[src/rtl/video_out_load.sv]
// ----------------------------------------------------------------------------
// video_out_load
// Frame-buffer reader for the video output path. On a rising edge of control
// bit 0 it latches a frame base byte address, then fetches WIDTH*HEIGHT 8-bit
// pixels (four per 32-bit word) with single-word Wishbone reads, in packets
// of NB_PACK pixels. A packet is only started once the output FIFO reports
// room for a whole packet. Each fetched word is pushed into the FIFO. At the
// end of a frame a 3-cycle interrupt is raised; in loop mode the same frame
// is fetched again.
//
// Ports
//   clk           sole clock
//   RST           synchronous active-high reset
//   wb_reg_ctr    control: bit0 rising edge = new frame, bit1 = loop mode
//   wb_reg_data   frame base byte address
//   nb_pack_free  FIFO has room for NB_PACK/4 words
//   w_en          FIFO push strobe (one cycle per word)
//   data_fifo     word pushed with w_en
//   interrupt     end-of-frame pulse (3 cycles)
//   new_addr      one-cycle restart pulse for downstream modules
//   p_wb_*        Wishbone master (read only, single-word cycles)
// ----------------------------------------------------------------------------
module video_out_load #(
   parameter int WIDTH   = 640,
   parameter int HEIGHT  = 480,
   parameter int NB_PACK = 16
) (
   input  logic        clk,
   input  logic        RST,
   input  logic [31:0] wb_reg_ctr,
   input  logic [31:0] wb_reg_data,
   input  logic        nb_pack_free,
   output logic        w_en,
   output logic [31:0] data_fifo,
   output logic        interrupt,
   output logic        new_addr,
   output logic        p_wb_STB_O,
   output logic        p_wb_CYC_O,
   output logic        p_wb_LOCK_O,
   output logic        p_wb_WE_O,
   output logic [3:0]  p_wb_SEL_O,
   output logic [31:0] p_wb_ADR_O,
   input  logic [31:0] p_wb_DAT_I,
   input  logic        p_wb_ACK_I,
   input  logic        p_wb_ERR_I
);

   localparam logic [2:0] ST_IDLE       = 3'd0;
   localparam logic [2:0] ST_WAIT_SPACE = 3'd1;
   localparam logic [2:0] ST_READ       = 3'd2;
   localparam logic [2:0] ST_GAP        = 3'd3;
   localparam logic [2:0] ST_DONE       = 3'd4;

   // Pixel offset of the last word of the frame.
   localparam logic [19:0] FRAME_LAST = 20'(WIDTH * HEIGHT - 4);

   // Pixel offset inside the current packet is tracked separately so the
   // packet-boundary test needs no modulo on the frame counter.
   localparam int PW = (NB_PACK > 4) ? $clog2(NB_PACK) : 2;
   localparam logic [PW-1:0] PACK_LAST = PW'(NB_PACK - 4);
   localparam logic [PW-1:0] PACK_STEP = PW'(4);

   logic [2:0]    state;
   logic [19:0]   pixel_count;
   logic [PW-1:0] pack_count;
   logic [1:0]    int_cnt;
   logic [31:0]   deb_im;
   logic          old_ctr0;

   // Only bits 0 and 1 of the control register have a meaning here.
   logic ctr_unused;
   assign ctr_unused = ^wb_reg_ctr[31:2];

   // Reset masks the edge detector so that a bit0 already high during reset
   // produces exactly one pulse, in the first cycle after release.
   assign new_addr = wb_reg_ctr[0] & ~old_ctr0 & ~RST;

   // Bus controls come from registered state only; ACK never reaches them
   // combinationally.
   assign p_wb_STB_O  = (state == ST_READ);
   assign p_wb_CYC_O  = (state == ST_READ) || (state == ST_GAP);
   assign p_wb_ADR_O  = deb_im + {12'd0, pixel_count};
   assign p_wb_SEL_O  = 4'hf;
   assign p_wb_WE_O   = 1'b0;
   assign p_wb_LOCK_O = 1'b0;
   assign interrupt   = (state == ST_DONE);

   always_ff @(posedge clk) begin
      if (RST) begin
         state       <= ST_IDLE;
         pixel_count <= '0;
         pack_count  <= '0;
         int_cnt     <= '0;
         deb_im      <= '0;
         old_ctr0    <= 1'b0;
         w_en        <= 1'b0;
         data_fifo   <= '0;
      end else begin
         old_ctr0 <= wb_reg_ctr[0];
         w_en     <= 1'b0;
         if (new_addr) begin
            // Restart from any state; an ACK arriving now belongs to the
            // abandoned frame and is not pushed.
            deb_im      <= wb_reg_data;
            pixel_count <= '0;
            pack_count  <= '0;
            int_cnt     <= '0;
            state       <= ST_WAIT_SPACE;
         end else begin
            case (state)
               ST_IDLE: begin
                  state <= ST_IDLE;
               end
               ST_WAIT_SPACE: begin
                  if (nb_pack_free)
                     state <= ST_READ;
               end
               ST_READ: begin
                  if (p_wb_ERR_I) begin
                     // Retry the same address after a one-cycle gap.
                     state <= ST_GAP;
                  end else if (p_wb_ACK_I) begin
                     w_en      <= 1'b1;
                     data_fifo <= p_wb_DAT_I;
                     if (pixel_count == FRAME_LAST) begin
                        pixel_count <= '0;
                        pack_count  <= '0;
                        state       <= ST_DONE;
                     end else begin
                        pixel_count <= pixel_count + 20'd4;
                        if (pack_count == PACK_LAST) begin
                           pack_count <= '0;
                           state      <= ST_WAIT_SPACE;
                        end else begin
                           pack_count <= pack_count + PACK_STEP;
                           state      <= ST_GAP;
                        end
                     end
                  end
               end
               ST_GAP: begin
                  state <= ST_READ;
               end
               ST_DONE: begin
                  if (int_cnt == 2'd2) begin
                     int_cnt     <= '0;
                     pixel_count <= '0;
                     state       <= wb_reg_ctr[1] ? ST_WAIT_SPACE : ST_IDLE;
                  end else begin
                     int_cnt <= int_cnt + 2'd1;
                  end
               end
               default: begin
                  state <= ST_IDLE;
               end
            endcase
         end
      end
   end

endmodule
[config.mk]
export PLATFORM = sky130hd
export DESIGN_NAME = video_out_load
export DESIGN_NICKNAME = d
export VERILOG_FILES = /design/src/rtl/video_out_load.sv
export SDC_FILE = /design/constraint.sdc
export NUM_CORES = 1
export LEC_CHECK = 0
export ABC_AREA = 0
export ABC_CLOCK_PERIOD_IN_PS = 3700
export CAP_MARGIN = 30
export CORE_ASPECT_RATIO = 1.5
export CORE_MARGIN = 1
export CORE_UTILIZATION = 30
export CTS_CLUSTER_DIAMETER = 80
export DETAILED_ROUTE_END_ITERATION = 10
export PLACE_DENSITY = 0.64
export SLEW_MARGIN = 20
export SYNTH_ARGS = -nofsm -noshare
export SYNTH_HDL_FRONTEND = slang
export SYNTH_SLANG_ARGS = --single-unit
[constraint.sdc]
create_clock -name clk -period 3.7 [get_ports clk]
set_input_delay 0.925 -clock clk [delete_from_list [all_inputs] [get_ports clk]]
set_output_delay 0.925 -clock clk [all_outputs]
set_load 0.02 [all_outputs]
==> results of run 1 <==
==> registers in the layout, summed over array words and instances (netlist names) <==
register,cells
data_fifo,32
deb_im,32
pixel_count,18
state,3
int_cnt,2
pack_count,2
old_ctr0,1
w_en,1
==> cells in the mapped netlist, types with 7 or more instances <==
master    count
nand2_1      29
o21ai_0      12
buf_4        10
xnor2_1      21
a22o_1       32
nand3_1      14
dfxtp_1      91
nand2b_1     40
nor2_2       11
a31oi_1       7
a21oi_1      51
nor3_1        7
ha_1         21
inv_1        13
xor2_1       19
nand4_1       8
nor2_1       57
clkbuf_1     17
==> through the flow <==
step / setup WS [ns] / hold WS, ns / instances / util (%) / instance area (sq um)
after global placement: 0.1381 / 0.4561 / 852 / 41.37 / 6206
after floorplan: 0.6439 / 0.4437 / 529 / - / 4603
final: 0.1126 / 0.4691 / 867 / 43.42 / 6514
after global routing: 0.005576 / 0.4957 / 867 / 43.42 / 6514
after detailed placement: 0.1332 / 0.4582 / 852 / 41.37 / 6206
after CTS: 0.006205 / 0.4730 / 867 / 43.25 / 6489
==> timing repair <==
item,CTS,global route
cloned,0,0
endpoints found under the setup margin,20,21
gates resized for setup,20,29
hold buffers,0,0
==> worst max path at each step <==
| stage | cells past startpoint | slack (ns) | start | to |
|---|---|---|---|---|
| after global routing | 10 | 0.006 | pixel_count[17] | p_wb_ADR_O[31] |
| final | 10 | 0.11 | pixel_count[16] | p_wb_ADR_O[31] |
| after CTS | 8 | 0.006 | pixel_count[3] | p_wb_ADR_O[15] |
| after floorplan | 8 | 0.64 | pixel_count[3] | p_wb_ADR_O[28] |
| after global placement | 9 | 0.14 | pixel_count[3] | p_wb_ADR_O[16] |
| after detailed placement | 9 | 0.13 | pixel_count[3] | p_wb_ADR_O[16] |
==> power by group <==
part | switching, mW | leakage (nW) | internal (mW)
Combinational | 0.142 | 1.78 | 0.160
Sequential | 0.0227 | 0.739 | 1.01
Clock | 0.385 | 0.141 | 0.541
==> area by class of cell <==
type / count / area (sq um)
fillers: 1530 / 8488
multi-input cells: 392 / 2597
flip-flops and latches: 91 / 1822
repair buffers: 156 / 1491
well taps: 199 / 249.0
clock buffers: 10 / 239.0
clock inverters: 5 / 62.56
inverters: 14 / 52.55
==> kinds of logic (layout without fill, tap and decap cells) <==
kind of cell	Yosys count	count (layout)	share of synthesized area, %
AND/OR/NAND/NOR	199	199	23.29
AO/OA/AOI/OAI	126	126	18.63
flip-flops	91	91	39.71
buffers and inverters	46	185	4.854
XOR/XNOR	40	40	7.636
adder cells (fa/ha/maj)	21	21	5.727
other	2	6	0.1637
==> worst max-delay path: cells and delay by family (launching register included) <==
| kind | cells | cell delay (ns) |
|---|---|---|
| flops | 1 | 0.41 |
| buf+inv | 3 | 0.70 |
| simple gates | 1 | 0.11 |
| fa+ha+maj | 1 | 0.27 |
| xor+xnor | 1 | 0.11 |
| compound gates | 4 | 0.72 |
==> routing by layer <==
layer | GRT usage [%] | share of wire, % | vias up
met2 | 28.41 | 50 | 134
li1 | - | - | 2094
met1 | 17.98 | 40 | 1990
met4 | 5.567 | 2.0 | 0
met5 | 0 | 0 | -
met3 | 5.807 | 7.8 | 19
==> summary.md, run 1 <==
The final layout contains 786 nets. The cell type contributing the most total cell area after synthesis is dfxtp_1. VDD sags by at most 0.0001869 V. The tools report the synthesized instance count as 525.

Clock-pin slew was measured on the worst setup and hold paths at 0.06 ns. The cell count of the worst reg-to-reg path came out at 6. The startpoint identified for the worst register-to-register timing path is pixel_count[6].

In the synthesized netlist the dominant register cell turns out to be dfxtp_1. The run gives 0 as the initial antenna violation count. The cell depth of the worst min-delay path came out at 2. Compared with the post-synthesis result, the final layout area differs by 41.97%. In the post-synthesis netlist, the biggest area contributors are dfxtp_1 (40%), a22o_1 (6.1%), ha_1 (5.7%). On the critical path, the stage with the largest delay is an instance of dfxtp_1.

Setup violations remaining at the end of the flow were counted as 0. The clock passes through at most 2 buffers. The source-to-sink clock delay at the later pin of the worst-skew pair is 0.34 ns, and the fraction of post-synthesis cell area in the top cell type by area is 39.71%.

The wire length of the first global-routing pass is 20270 um. The cell that appears most often on the critical path is buf_4. The total global routing overflow was 0.

Static timing analysis puts the maximum clock frequency at 278.8 MHz. Pin count of the biggest net entering global routing: 37. The number of buffers added by the clock tree synthesis step came out at 9. For this run, the total global-route usage over all layers was measured as 16.32%. The flip-flop and latch count after synthesis is 91, and the count of input and output buffers is 139.

The H-tree was split into 3 levels. In this run the static leakage power is 2.665 nW. Dividing total power by cell area gives a power density of 347.0 nW/um^2. The first detailed-routing pass took 4 iterations. The worst hold path begins at data_fifo[12]. Slew at the pin closest to its max-slew limit: 0.6187 ns. The tools report the via count of the first global-routing pass as 4260. Data arrives at the worst endpoint at 2.66 ns.

The run gives 0.8921 as the placer congestion estimate. The routed design has 12570 um of wire. The total area inside the core boundary comes to 15000 sq um.

The starting DRC count in detailed routing is 131. For the total count of max-transition violations in the final report, the log shows 0. 176 I/O pins were placed. Buffers added to address setup during post-CTS repair amount to 0. The worst setup path is launched from a flop. Class of the tightest hold or removal check: reg -> reg.

In the final routed layout, each cell accounts on average for 14.50 um. In this run the core area contains 55 standard-cell rows. For flop-to-flop paths, the worst setup slack is 1.37 ns. The sequential element share of the synthesized area is 39.71%. For the maximum clock skew at final layout, the log shows 0.007864 ns.

The library cell used most frequently in the layout, excluding fill and tap cells, is clkdlybuf4s50_1. Using the TritonRoute via totals, the vias-per-cell ratio works out to 4.887. The signal on the critical path passes through ha_1 -> o21ai_0 -> a21oi_1 -> a221oi_1 -> buf_4 -> o22ai_1 -> buf_4 -> nand4_1 -> xnor2_1 -> dlygate4sd2_1.

For the final antenna-violating net count, the log shows 0. For the finished layout, the period the worst path requires is 3.587 ns. The HPWL after detailed placement is 9277 um.

The peak fanout along the critical path was 12; the DRC violations left was 0. The routed layout has 4237 vias. Setup repair after global routing left no endpoint under its margin. End of the worst register-to-register path: pixel_count[13]. For this run, the number of Yosys warnings is 0.

Leaving out fill and tap cells, the most frequent cells in the layout are clkdlybuf4s50_1 (115), dfxtp_1 (91), nor2_1 (56), a21oi_1 (51), nand2b_1 (40). The flow ran to the end, and the final reports show no timing, DRC or antenna violations. The synthesized design contains 0 enable-type register cells. Summing every instance area after synthesis gives 4588 sq um. The share of async-settable or async-resettable flops after synthesis was 0%. The remaining max-slew budget at the tightest pin was 58.59%; the number of clock sinks was 91. The tool flagged a number of max-cap violations equal to 0.

The die is 103.0 um wide. After synthesis, the mean cell area works out to 8.739 sq um. Once the floorplan was initialized, standard cells occupied 30.58% of the core.

The height of the die came out at 153.5 um. The repair_antennas step left the layout with diodes totalling 0. For the hold violation total from the final report, the log shows 0.

The tree is rooted in a clkbuf_16. The number of distinct standard cells referenced by the synthesized netlist is 52, and the layout cell share with drive strength beyond 1 is 9.431%. The worst setup path is captured at a primary output. TritonCTS built the clock tree. In this design, the stage delay of the slowest critical-path cell is 0.41 ns. Sink of the worst hold path: data_fifo[12]. Accumulated negative setup slack: 0 ns. The setup path with the least slack is of type reg -> out. The die covers 15800 sq um.

Power comes to 2.261 mW. At the worst endpoint, the required time is 2.77 ns. Of the available clock period, the critical path in the final layout requires 96.96%.
Note: power is estimated with default switching activity, not from simulation.
==> run 2: changes to the inputs <==
Settings changed: CORE_ASPECT_RATIO 1.5 to 1.2, CORE_MARGIN 1 to 5.
==> summary.md, run 2 (synthesized netlist as in run 1, its figures left out) <==
The die boundary width is 122.9 um, and the worst-case clock buffer depth is 2. The cell depth of the worst min-delay path came out at 2. The tools report the number of setup violations in the final report as 0. The count of input and output buffers was 139; the starting DRC count in detailed routing was 197. The post-route cell area is 6504 sq um, and the clock-pin slew of the registers on the worst-case setup and hold paths is 0.07 ns.

The remaining max-slew budget at the tightest pin is 53.42%. The layout cell share with drive strength beyond 1 works out to 10.48%. The startpoint kind of the worst setup timing path is a flop.

For this block, wires on met1 add up to 5255 um. Global routing finished with a remaining overflow of 0. Most frequent standard cell in the layout excluding fill and tap cells: clkdlybuf4s50_1. Across the VDD grid, the largest voltage drop is 0.0002329 V. The total routed wirelength came out at 12860 um.

The instance count after placement with tap cells included was 855. CTS placed an instance of clkbuf_16 at the clock tree root. The total count of max-transition violations in the final report is 0. The tools report the pin count of the biggest net entering global routing as 37. The tools report the vias after detailed routing as 4161. After detailed routing, the average wire length per cell comes to 14.75 um. The finished layout holds 872 standard cells, fillers aside. Pin placement for this block handled 176 I/O pins. The initialized floorplan defines 49 standard-cell rows.

The tightest min-delay check is of the reg -> reg type. Detailed routing placed a total of 1397 um of wire on met3. The logs give 9657 um for the detailed placement HPWL and 0 for the final antenna-violating net count. The worst path arrival time was 2.66 ns; the period utilization was 96.83%.

At the worst endpoint, the required time is 2.77 ns. Setup total negative slack on the finished layout was measured at 0 ns. The die area is 17880 sq um, and the detail-routed via count per cell is 4.772. Setup repair after global routing left no endpoint under its margin.

The library cells used most frequently in the layout, excluding fill and tap cells, are clkdlybuf4s50_1 (118), dfxtp_1 (91), nor2_1 (56), a21oi_1 (50), nand2b_1 (40). Cells fill 43.30% of the core in the end. The H-tree was split into 3 levels. The run gives 2.598 nW as the leakage power summed over all cells. Routability-driven placement finished with a final weighted congestion of 0.8467. The initial antenna violation count is 0. For this run, the top clock speed supported by timing is 279.1 MHz.

The cell count of the worst reg-to-reg path is 6. Across the run, the number of max-cap violations was 0. Across all hold checks on the routed design, the worst slack comes to 0.4696 ns. The cell area power density is 350.8 nW/um^2.

TritonCTS built the clock tree. Post-synthesis to final-layout area growth: 41.75%. The core region is 15020 sq um.

After detailed routing, no signal wire sits above met4. The kind of critical path is reg -> out. The worst setup path is captured at a primary output. In this run the vertical extent of the chip is 145.5 um.

The logs give 1.36 ns for the register-to-register setup slack and 0 for the hold violation total from the final report. In the final layout, the registers with the most flip-flops are data_fifo (32), deb_im (32), pixel_count (18). For this run, design rule violations remaining after detail routing come to 0.

Once the floorplan was initialized, standard cells occupied 30.55% of the core. The minimum setup slack in the final design was 0.1174 ns. The via count of the first global-routing pass is 4239, and the antenna diode instance count is 0. The first detailed-routing pass ran for 4 iterations. The all-layer global routing usage came out at 14.27%.

Summing internal, switching and leakage power gives 2.281 mW. After detailed placement, the total cell area comes to 6197 sq um. The slew at the pin closest to its max-slew limit is 0.6956 ns, and the count of nets after finishing is 785. Of all nets on the critical path, the largest fanout is 12.

The first global-routing pass estimated 20600 um of wire. The flow ran to the end, and the final reports show no timing, DRC or antenna violations. Wire segments on met2 add up to 5987 um in the final route. The worst setup slack before clock tree synthesis is 0.03597 ns. The later pin in the worst-skew pair is clocked with a latency of 0.35 ns. Hold repair after CTS inserted 0 buffers. The tools report the number of buffers added by the clock tree synthesis step as 9.

CTS saw 91 sinks. The worst path needs 3.583 ns of the cycle, external delays included. The clock arrives with 0.009414 ns of skew.
run 2: cell count changes in the layout (fill, tap and decap cells not counted), sizes merged, moves of 3 or more:
cell | previous run | this run
dlygate4sd2 | 12 | 7
dlymetal6s2s | 5 | 2
clkbuf | 15 | 19
clkdlybuf4s50 | 115 | 118
run 2: per-layer routing:
metal,GRT usage (%),vias to the layer above
met5,0,-
met4,4.930,0
met3,7.698,17
met2,23.15,130
met1,15.74,1915
li1,-,2099
run 2: final cells by class:
cell class | count | area (sq um)
clock buffer | 10 | 229.0
clock inverter | 6 | 72.57
fill | 1480 | 8517
inverter | 14 | 52.55
multi-input combinational | 392 | 2610
sequential | 91 | 1822
tap | 204 | 255.2
timing repair buffer | 155 | 1463
run 2: report_power, final:
group | internal (mW) | total [mW] | switching (mW)
Combinational | 0.159 | 0.299 | 0.139
Sequential | 1.01 | 1.03 | 0.0223
Clock | 0.532 | 0.951 | 0.419
run 2: path summary, 6_finish.rpt:
kind | from | end
hold reg to reg | data_fifo[28] | data_fifo[28]
hold / removal | data_fifo[28] | data_fifo[28]
setup / recovery | pixel_count[9] | p_wb_ADR_O[30]
setup reg to reg | pixel_count[6] | pixel_count[13]
run 2: repair_timing:
item | CTS | global route
pin swaps | 1 | 0
setup endpoints to repair | 22 | 21
setup buffers | 1 | 0
resized for setup | 25 | 30
run 2: critical path, cell delays in order, from the launching register on:
cell	delay (ns)
dfxtp_1	0.34
ha_1	0.32
a211oi_2	0.32
buf_4	0.17
nand3_1	0.11
o2111ai_1	0.19
o22ai_1	0.09
buf_4	0.20
nand3_1	0.09
xnor2_1	0.12
dlygate4sd2_1	0.35
==> variant (settings of run 1) <==
One comparison of `pack_count` changes from == to >=.
--- a/src/rtl/video_out_load.sv
+++ b/src/rtl/video_out_load.sv
@@ -128,7 +128,7 @@
                         state       <= ST_DONE;
                      end else begin
                         pixel_count <= pixel_count + 20'd4;
-                        if (pack_count == PACK_LAST) begin
+                        if (pack_count >= PACK_LAST) begin
                            pack_count <= '0;
                            state      <= ST_WAIT_SPACE;
                         end else begin
Formal check against the unedited RTL: no difference found for any inputs over 4 cycles, from zero or initial values and one cycle with RST high; that may be too few to reach the edited logic, so the function may still have changed.
==> variant against run 1 <==
  * Core utilization is 0.67 points higher
  * Clock power is 2% higher
  * Sequential share of layout area is 0.78 points lower
  * Final area is 2.9% higher
  * Hold slack better by 18 ps
  * Via count is 2.1% higher
  * Sequential cell count stayed put
  * Sequential power hardly changed
  * Highest routed layer unchanged
  * Worst setup slack better by 2.8 ps
  * Fmax hardly changed
  * Wire length is 6.6% higher
  * Synthesized cell count is 3.0% lower
  * Total power is 0.96% higher
  * Area after synthesis is 3.0% higher
  * Critical path type unchanged
  * Largest cell class unchanged
==> variant: results (changes against run 1) <==
OUTCOME='completed'  # unchanged
LAYOUT.CELL_AREA.NON_FILLER_UM2=6705  # was 6514 um2
SYNTHADDERAREAFRAC_PCT=5.985  # was 5.727%
WORSTSETUPSTARTPOINT='pixel_count[17]'  # was pixel_count[16]
SYNTH-SEQ-AREA-SHARE_PCT=38.56  # was 39.71%
FINALWEIGHTEDCONGESTION=0.8780  # was 0.8921
AREA.SHARE.SEQUENTIAL_PCT=27.19  # was 27.97%
MAX-VDD-IR-DROP_mV=0.2017  # was 0.1869 mV
MUX_CONTRIBUTION_TO_SYNTHESIZED_AREA_PCT=0.2119  # was 0%
CLOCK_BUFFER_COUNT_IN_THE_FINAL_LAYOUT=12  # was 10
SYNTHXORXNORAREAFRAC_PCT=7.415  # was 7.636%
WHS_PATH_DEPTH=1  # was 2
DP.CELLS=842  # was 852
POST_SYNTHESIS_AVERAGE_CELL_AREA_UM2=9.282  # was 8.739 um2
BUFFERING_OVERHEAD_PCT=23.12  # was 22.90%
WHS_ENDPOINT='deb_im[15]'  # was data_fifo[12]
FIN_HOLD_WS_PS=486.6  # was 469.1 ps
DRT_ITER0_MARKERS=139  # was 131
CTSRESIZECOUNT=26  # was 20
DRIVE_ABOVE_1_SHARE_PCT=8.801  # was 9.431%
GROUTE.USAGE.OVERALL_PCT=16.65  # was 16.32%
PLACEABLECOREAREA_UM2=15210  # was 15000 um2
CELLINTERNALPOWER_mW=1.730  # was 1.711 mW
NONCLOCKBUFFERCOUNT=163  # was 156
SYNTH_CELL_TYPES=60  # was 52
CTS_POST_SETUP_BUFFERS_INSERTED=1  # was 0
ROUTE.VIAS.TOTAL=4325  # was 4237
CRITPATHMAXSTAGEDELAY_PS=350  # was 410 ps
PATH_MAX_FANOUT=5  # was 12
LAYOUT_SETUP_WS_PS=115.4  # was 112.6 ps
FIRST_GLOBAL_VIAS=4458  # was 4260
FILL_CELLS=1497  # was 1530
PLACE_AREA_UM2=6387  # was 6206 um2
CRITICAL_PATH.REG2REG.STARTPOINT='pixel_count[2]'  # was pixel_count[6]
SYNTH-COMPOUND-AREA-SHARE_PCT=23.28  # was 18.63%
WORST_REG2REG_ENDPOINT='pixel_count[8]'  # was pixel_count[13]
DRT_FIRST_PASS_ITERS=6  # was 4
DETAILED_PLACE_HPWL_UM=10050  # was 9277 um
R2R_SETUP_SLACK_PS=1440  # was 1370 ps
POST_SYNTH_MOST_FREQUENT_CELLS='sky130_fd_sc_hd__dfxtp_1 (91), sky130_fd_sc_hd__nor2b_1 (40), sky130_fd_sc_hd__nor2_1 (37)'  # was sky130_fd_sc_hd__dfxtp_1 (91), sky130_fd_sc_hd__nor2_1 (57), sky130_fd_sc_hd__a21oi_1 (51)
[variant: changes by cell type in the layout (fill, tap and decap cells not counted), moves of 7 or more]
cell / run 1 / this run
sky130_fd_sc_hd__nor2_1: 56 / 35
sky130_fd_sc_hd__nand2_1: 29 / 21
sky130_fd_sc_hd__nand2b_1: 40 / 5
sky130_fd_sc_hd__nor2b_1: 5 / 39
sky130_fd_sc_hd__a21oi_1: 51 / 23
sky130_fd_sc_hd__nor2_2: 12 / 4
sky130_fd_sc_hd__buf_4: 17 / 24
sky130_fd_sc_hd__o22a_1: 0 / 32
[variant: per-layer routing]
| layer | global-route usage (%) | share of wire [%] | wire length [um] | vias up |
|---|---|---|---|---|
| li1 | - | - | - | 2135 |
| met1 | 17.30 | 39 | 5251 | 2031 |
| met2 | 31.22 | 52 | 6960 | 145 |
| met3 | 4.678 | 7.2 | 959 | 14 |
| met4 | 6.667 | 1.7 | 223 | 0 |
| met5 | 0 | 0 | 0 | - |
